File: src/rtl/fifo_read_ctrl_fsm.sv
// FIFO sequencing controller: owns the RAM pointers, occupancy and sticky error flags,
// and drives the RAM write strobe plus the read buffer's load enable and active-low clear.
module fifo_read_ctrl_fsm #(
    parameter int ADDR_WIDTH = 3
) (
    input  logic                  clk,
    input  logic                  Reset,
    input  logic                  WriteReq,
    input  logic                  ReadReq,
    input  logic                  FlushReq,
    output logic                  RamWriteEnable,
    output logic [ADDR_WIDTH-1:0] RamWriteAddr,
    output logic [ADDR_WIDTH-1:0] RamReadAddr,
    output logic                  BufferLoadEnable,
    output logic                  BufferClear,
    output logic                  Full,
    output logic                  Empty,
    output logic [ADDR_WIDTH:0]   Count,
    output logic                  DataValid,
    output logic                  Overflow,
    output logic                  Underflow
);

    localparam logic [ADDR_WIDTH:0] FULL_COUNT = {1'b1, {ADDR_WIDTH{1'b0}}};

    typedef enum logic [1:0] {INIT, RUN, FLUSH} state_t;

    state_t                state_q, state_d;
    logic [ADDR_WIDTH-1:0] wptr_q, wptr_d;
    logic [ADDR_WIDTH-1:0] rptr_q, rptr_d;
    logic [ADDR_WIDTH:0]   count_q, count_d;
    logic                  valid_q, valid_d;
    logic                  ovf_q, ovf_d;
    logic                  udf_q, udf_d;
    logic                  full, empty, rd_acc, wr_acc;

    assign full  = (count_q == FULL_COUNT);
    assign empty = (count_q == '0);

    always_ff @(posedge clk or posedge Reset) begin
        if (Reset) begin
            state_q <= INIT;
            wptr_q  <= '0;
            rptr_q  <= '0;
            count_q <= '0;
            valid_q <= 1'b0;
            ovf_q   <= 1'b0;
            udf_q   <= 1'b0;
        end else begin
            state_q <= state_d;
            wptr_q  <= wptr_d;
            rptr_q  <= rptr_d;
            count_q <= count_d;
            valid_q <= valid_d;
            ovf_q   <= ovf_d;
            udf_q   <= udf_d;
        end
    end

    always_comb begin
        state_d          = state_q;
        wptr_d           = wptr_q;
        rptr_d           = rptr_q;
        count_d          = count_q;
        valid_d          = valid_q;
        ovf_d            = ovf_q;
        udf_d            = udf_q;
        rd_acc           = 1'b0;
        wr_acc           = 1'b0;
        RamWriteEnable   = 1'b0;
        BufferLoadEnable = 1'b0;
        BufferClear      = 1'b0;

        case (state_q)
            INIT: begin
                state_d = RUN;
            end
            RUN: begin
                BufferClear = 1'b1;
                if (FlushReq) begin
                    wptr_d  = '0;
                    rptr_d  = '0;
                    count_d = '0;
                    valid_d = 1'b0;
                    ovf_d   = 1'b0;
                    udf_d   = 1'b0;
                    state_d = FLUSH;
                end else begin
                    // A read frees a slot this cycle, so a write on full is allowed alongside it
                    rd_acc           = ReadReq & ~empty;
                    wr_acc           = WriteReq & (~full | rd_acc);
                    BufferLoadEnable = rd_acc;
                    RamWriteEnable   = wr_acc;
                    if (rd_acc) begin
                        rptr_d  = rptr_q + 1'b1;
                        valid_d = 1'b1;
                    end
                    if (wr_acc) begin
                        wptr_d = wptr_q + 1'b1;
                    end
                    if (wr_acc && !rd_acc) begin
                        count_d = count_q + 1'b1;
                    end else if (rd_acc && !wr_acc) begin
                        count_d = count_q - 1'b1;
                    end
                    if (ReadReq && empty) begin
                        udf_d = 1'b1;
                    end
                    if (WriteReq && !wr_acc) begin
                        ovf_d = 1'b1;
                    end
                end
            end
            FLUSH: begin
                state_d = RUN;
            end
            default: begin
                state_d = INIT;
            end
        endcase
    end

    assign RamWriteAddr = wptr_q;
    assign RamReadAddr  = rptr_q;
    assign Full         = full;
    assign Empty        = empty;
    assign Count        = count_q;
    assign DataValid    = valid_q;
    assign Overflow     = ovf_q;
    assign Underflow    = udf_q;

endmodule

File: config.mk
export PLATFORM = sky130hd
export DESIGN_NAME = fifo_read_ctrl_fsm
export DESIGN_NICKNAME = d
export VERILOG_FILES = /design/src/rtl/fifo_read_ctrl_fsm.sv
export SDC_FILE = /design/constraint.sdc
export NUM_CORES = 1
export LEC_CHECK = 0
export BUFFER_PORTS_ARGS = -buffer_cell sky130_fd_sc_hd__buf_4
export CAP_MARGIN = 20
export CORE_ASPECT_RATIO = 1.2
export CORE_MARGIN = 2
export CORE_UTILIZATION = 29
export CTS_BUF_LIST = sky130_fd_sc_hd__clkbuf_8
export CTS_CLUSTER_SIZE = 8
export DETAILED_ROUTE_END_ITERATION = 16
export PLACE_DENSITY = 0.48
export SLEW_MARGIN = 20
export SYNTH_ARGS = -nofsm -noshare
export SYNTH_HDL_FRONTEND = slang
export SYNTH_SLANG_ARGS = --single-unit
export TNS_END_PERCENT = 30
File: constraint.sdc
create_clock -name clk -period 3.35 [get_ports clk]
set_input_delay 0 -clock clk [delete_from_list [all_inputs] [get_ports clk]]
set_output_delay 0 -clock clk [all_outputs]
set_load 0.01 [all_outputs]
==> results of run 1 <==
-- cell type report --
class	instances	share of cell area (%)
multi-input combinational	66	40.9
timing repair buffer	23	15.1
inverter	12	3.88
clock buffer	3	3.56
clock inverter	1	0.323
tap	36	3.88
sequential	15	32.3
-- metrics by stage --
| stage | power (mW) | cell area [µm²] |
|---|---|---|
| CTS | 0.947 | 1160 |
| global route | 1.02 | 1160 |
| detailed placement | 0.794 | 1110 |
| floorplan | 0.617 | 931 |
| global placement | 0.787 | 1110 |
| finish | 0.937 | 1160 |
-- flip-flops by register name, indices dropped and copies added, names as in the netlist --
register,cells
RamReadAddr,3
Count,4
Underflow,1
RamWriteAddr,3
DataValid,1
state_q,2
Overflow,1
-- metal layers --
| metal | vias up | global-route usage [%] | routed length [µm] |
|---|---|---|---|
| met2 | 17 | 19.9 | 1040 |
| met5 | - | 0 | 0 |
| li1 | 396 | - | - |
| met4 | 0 | 5.49 | 20 |
| met3 | 2 | 2.35 | 83 |
| met1 | 390 | 18.5 | 1150 |
-- cell families after synthesis --
kind of cell | Yosys count | share of synthesized area (%)
fa+ha+maj | 5 | 7.53
simple gates | 29 | 16.1
flops | 15 | 40.3
compound gates | 28 | 23.3
xor+xnor | 2 | 1.88
buf+inv | 17 | 8.60
mux | 2 | 2.28
-- power groups by stage --
stage	sequential (mW)	clock (mW)	combinational, mW
finish	0.323	0.146	0.468
global route	0.334	0.159	0.526
CTS	0.323	0.151	0.473
detailed placement	0.325	0	0.469
global placement	0.321	0	0.466
floorplan	0.327	0	0.290
-- cell usage in the layout (no fill, tap or decap) --
master         count
a211oi_2           1
a21o_2             1
a21oi_1            3
a22o_1             3
a22o_2             1
a22oi_1            1
a31oi_1            3
and2_1             1
buf_4             22
clkbuf_8           3
clkinv_1           1
dfrtp_1           15
dlygate4sd3_1      1
fa_1               1
ha_1               4
inv_1             12
mux2_2             1
mux2i_1            1
nand2_1            5
nand2b_1           1
nor2_1            10
nor3_1             6
nor3_2             1
nor4_1             1
nor4b_1            1
o211ai_1           1
o211ai_2           1
o21ai_0            7
o21ai_1            1
o221a_2            1
o311a_2            1
o311ai_0           1
o32a_1             1
o41ai_2            1
or3_1              2
or4b_4             1
xnor2_1            1
xor2_1             1
-- how the worst max path moves through the flow --
stage / cells past startpoint / slack, ns / end
floorplan: 8 / 0.90 / Count[3]
global placement: 7 / 0.87 / Count[3]
detailed placement: 7 / 0.81 / Count[3]
CTS: 7 / 0.80 / Count[3]
global route: 7 / 0.59 / Count[3]
finish: 7 / 0.77 / Count[3]
==> impl_metrics.csv, run 1 <==
group,metric,value,unit
run_status,status,"completed",
critical_path,critPathLaunch,"Count[0]",
clock_tree,post_cts_buffers,0,
floorplanning,die_w,55.7,µm
power_and_ir_drop,switchingPower,0.387,mW
clock_tree,cts.clk_slew.worst_paths,0.06,ns
sta,clock.fmax,388,MHz
yosys,synth_top_area_cell,"dfrtp_1",
routing,wire_per_inst,14.7,µm
routing,drtIter0Drc,24,
sta,final.period_utilization,76.9,%
yosys,synth.distinct_cells,38,
power_and_ir_drop,power_frac_comb,50.0,%
flow_run,maxCapViolCount,0,
floorplanning,core,3060,µm²
yosys,ys_ff_latch,15,
cells_and_area,antenna_cells,0,
hold_path,min_from,"FlushReq",
clock_tree,postCtsResizedCells,0,
critical_path,path_cells,"or4b_4, o211ai_2, ha_1, a21o_2, a21oi_1, nor4b_1, o32a_1",
yosys,yosysSeqAreaShare,40.3,%
sta,max_slew.worst_pin.slew,0.637,ns
yosys,yosys-top-cells-area,"dfrtp_1 (40%), ha_1 (5.4%), inv_1 (4.4%)",
routing,num_vias,805,
critical_path,reg2reg_depth,7,
placed_design,globalplace.congestion,0.827,
floorplanning,io_pins,23,
routing,dr.pass1.iters,4,
yosys,ys_warn_count,0,
critical_path,r2r-start,"Count[0]",
global_route,grt_start_max_net_pins,16,
sta,postLayoutSetupSlackWorst,0.773,ns
cells_and_area,drive_gt1_share,29.2,%
routing,antenna_left,0,
clock_tree,clk_path_buf_depth,2,
yosys,yosys.area.top_type_share,40.3,%
cells_and_area,final_cells,156,
sta,slew_headroom,57.1,%
routing,drc_errors,0,
clock_tree,tritoncts,"done",
yosys,synthCells,98,
sta,slew_violations,0,
power_and_ir_drop,powerDensity,807,nW/µm²
sta,fin_crit,2.58,ns
power_and_ir_drop,power.leakage,0.566,nW
critical_path,cp-start-kind,"register",
sta,fin_setup_tns,0,ns
hold_path,hold_path_depth,2,
clock_tree,postCtsHoldBufs,1,
yosys,syn_area_per_cell,9.50,µm²
placed_design,dp_cells,151,
power_and_ir_drop,p_sw_share,41.3,%
yosys,synth_edf_count,0,
clock_tree,cts-htree-levels,1,
cells_and_area,utilization,38.0,%
clock_tree,cts_made_buffers,3,
floorplanning,die-area,3680,µm²
floorplanning,initial_utilization,30.5,%
critical_path,critPathRequiredTime,3.53,ns
routing,drt_wl_total,2.30,mm
sta,rsz0062_at_grt,"no",
critical_path,slowest_delay,0.62,ns
placed_design,dp_hpwl,1.61,mm
critical_path,reg2reg_setup_slack,0.77,ns
floorplanning,fp.dieH,66.1,µm
critical_path,cp_num_buf_inv,0,
critical_path,crit_type,"reg -> reg",
yosys,syn-num-nets,108,
yosys,synthTopCellsByCount,"dfrtp_1 (15), inv_1 (11), nor2_1 (10)",
cells_and_area,fin_nets,131,
cells_and_area,fillers,312,
hold_path,hold_class,"in -> reg",
clock_tree,cts_sinks,15,
critical_path,worstPathArrival,2.76,ns
yosys,synthArstFlopShare,100,%
global_route,grt_pass1_vias,780,
power_and_ir_drop,seqPwrFrac,34.5,%
cells_and_area,multiInputGateArea,475,µm²
yosys,syn_area,931,µm²
yosys,yosysMostFrequentCell,"dfrtp_1",
cells_and_area,seq_area,375,µm²
sta,hold_violations,0,
sta,finalClockSkew,0.00200,ns
clock_tree,clk_latency,0.24,ns
yosys,yosys_most_used_dff,"dfrtp_1",
critical_path,crit_fanout,10,
power_and_ir_drop,pwr-share-clk,15.5,%
global_route,grt_first_pass_wirelength,3.83,mm
global_route,globalRouteOverflowTotal,0,
placed_design,dp_slack,0.815,ns
placed_design,io_buffers,22,
critical_path,critPathTopFamily,"simple AND/OR/NAND/NOR gates",
power_and_ir_drop,ir_drop,0.000351,V
routing,viasPerCell,5.16,
critical_path,crit_slowest_cell,"or4b_4",
cells_and_area,area_growth_syn_to_layout,24.7,%
clock_tree,clockRootBuffer,"clkbuf_8",
critical_path,reg2reg_to,"Count[3]",
sta,timing.hold.ws,0.0506,ns
sta,finalSetupViolCount,0,
global_route,antenna_found_initial,0,
critical_path,crit_path_end_kind,"register",
power_and_ir_drop,internal-power,0.550,mW
hold_path,holdPathEnd,"state_q[0]",
floorplanning,fp-row-count,22,
global_route,grtUsageTotal,13.2,%
No activity file was read; power rests on OpenSTA's default activity.
==> run 2, diff against run 1 <==
PLACE_DENSITY = 0.49   (was 0.48)
clock period = 2.13 ns   (was 3.35 ns; I/O delays follow)
==> impl_metrics.csv, run 2 (synthesis gave the netlist of run 1 again) <==
group,metric,value,unit
run_status,status,"completed",
critical_path,cp-endpoint,"Count[3]",
critical_path,cp-start-kind,"register",
sta,clock.fmax,474,MHz
placed_design,globalplace.congestion,0.770,
power_and_ir_drop,powerDensity,1300,nW/µm²
floorplanning,io_pins,23,
placed_design,dp_slack,-0.0467,ns
floorplanning,die_w,55.7,µm
sta,finalClockSkew,0.00956,ns
routing,viasPerCell,5.04,
cells_and_area,final_cells,168,
critical_path,worstPathArrival,2.25,ns
placed_design,dp_cells,162,
routing,drt_wl_total,2.36,mm
cells_and_area,drive_gt1_share,37.9,%
cells_and_area,mostFrequentLayoutCells,"buf_4 (34), dfrtp_1 (15), inv_1 (11)",
sta,final.period_utilization,99.0,%
clock_tree,clk_path_buf_depth,2,
clock_tree,clockRootBuffer,"clkbuf_8",
critical_path,critPathLaunch,"Count[2]",
global_route,grt_first_pass_wirelength,4.04,mm
sta,max_slew.worst_pin.slew,0.609,ns
clock_tree,tritoncts,"done",
clock_tree,cts_sinks,15,
global_route,antenna_found_initial,0,
sta,slew_headroom,59.4,%
global_route,grtUsageTotal,14.1,%
floorplanning,initial_utilization,30.5,%
sta,hold_violations,0,
critical_path,reg2reg_setup_slack,0.02,ns
routing,drtIter0Drc,7,
placed_design,dp_hpwl,1.79,mm
routing,num_vias,846,
floorplanning,core,3060,µm²
clock_tree,clk_latency,0.25,ns
sta,rsz0062_at_grt,"yes",
global_route,grt_start_max_net_pins,16,
clock_tree,cts_made_buffers,3,
sta,fin_crit,2.11,ns
hold_path,hold_path_depth,2,
routing,antenna_left,0,
power_and_ir_drop,ir_drop,0.000649,V
critical_path,crit_path_end_kind,"register",
global_route,grt_pass1_vias,840,
critical_path,reg2reg_to,"Count[3]",
floorplanning,die-area,3680,µm²
power_and_ir_drop,power,1.68,mW
power_and_ir_drop,power.leakage,0.638,nW
sta,slew_violations,0,
cells_and_area,area_growth_syn_to_layout,38.3,%
sta,fin_setup_tns,0,ns
critical_path,crit_fanout,4,
routing,wire_per_inst,14.0,µm
routing,dr.pass1.iters,4,
floorplanning,fp.dieH,66.1,µm
routing,drc_errors,0,
hold_path,hold_class,"in -> reg",
critical_path,critPathRequiredTime,2.27,ns
critical_path,r2r-start,"Count[2]",
placed_design,io_buffers,22,
sta,finalSetupViolCount,0,
critical_path,crit_type,"reg -> reg",
sta,postLayoutSetupSlackWorst,0.0215,ns
critical_path,reg2reg_depth,7,
global_route,globalRouteOverflowTotal,0,
cells_and_area,antenna_cells,0,
flow_run,maxCapViolCount,0,
cells_and_area,utilization,42.1,%
cells_and_area,largest_reg_flops,4,
cells_and_area,fin_nets,143,
cells_and_area,final_common_cell,"buf_4",
clock_tree,cts-htree-levels,1,
clock_tree,cts.clk_slew.worst_paths,0.07,ns
floorplanning,fp-row-count,22,
cells_and_area,fillers,304,
run 2: cell types whose count changed in the layout (fill, tap and decap cells not counted), sizes merged:
cell / delta
buf: +12
inv: -1
clkinv: +1
run 2: worst min path at each step:
stage	slack (ns)	from	end
floorplan	-0.1	Reset	Count[0]
global placement	0.11	Reset	Overflow
detailed placement	0.12	Reset	state_q[1]
CTS	0.04	FlushReq	state_q[0]
global route	0.06	FlushReq	state_q[0]
finish	0.04	FlushReq	state_q[0]
run 2: critical path, stage by stage (launching register included):
cell and delay, ns:
dfrtp_1 0.38, or4b_4 0.56, o211ai_4 0.11, ha_1 0.26
a21o_2 0.21, a21oi_4 0.16, o311ai_0 0.14, o32a_1 0.19
run 2: cell type report:
type / instances / area [µm²] / share of cell area, %
multi-input combinational: 66 / 510 / 39.7
sequential: 15 / 375 / 29.2
timing repair buffer: 35 / 265 / 20.6
inverter: 12 / 45.0 / 3.50
tap: 36 / 45.0 / 3.50
clock buffer: 3 / 41.3 / 3.21
clock inverter: 1 / 5.00 / 0.389
run 2: repair_timing:
action,in CTS,in global routing
endpoints found under the hold margin,15,0
endpoints found under the setup margin,1,2
gates resized for setup,2,0
hold buffers,1,0
buffers inserted,0,1
run 2: report_power, final:
| group | internal (mW) | switching [mW] |
|---|---|---|
| combinational | 0.504 | 0.492 |
| sequential | 0.377 | 0.0706 |
| clock | 0.130 | 0.107 |
run 2: stage by stage:
| step | cell area [µm²] | hold WS, ns |
|---|---|---|
| finish | 1290 | 0.0421 |
| global route | 1290 | 0.0566 |
| CTS | 1280 | 0.0398 |
| detailed placement | 1210 | 0.119 |
| global placement | 1210 | 0.109 |
| floorplan | 950 | -0.0985 |
run 2: layer usage:
| metal | vias to the layer above | part of all wire [%] | GRT usage [%] |
|---|---|---|---|
| met4 | 0 | 0.72 | 3.66 |
| met3 | 4 | 3.3 | 2.74 |
| met5 | - | 0 | 0 |
| li1 | 415 | - | - |
| met1 | 414 | 48 | 19.2 |
| met2 | 13 | 48 | 22.8 |
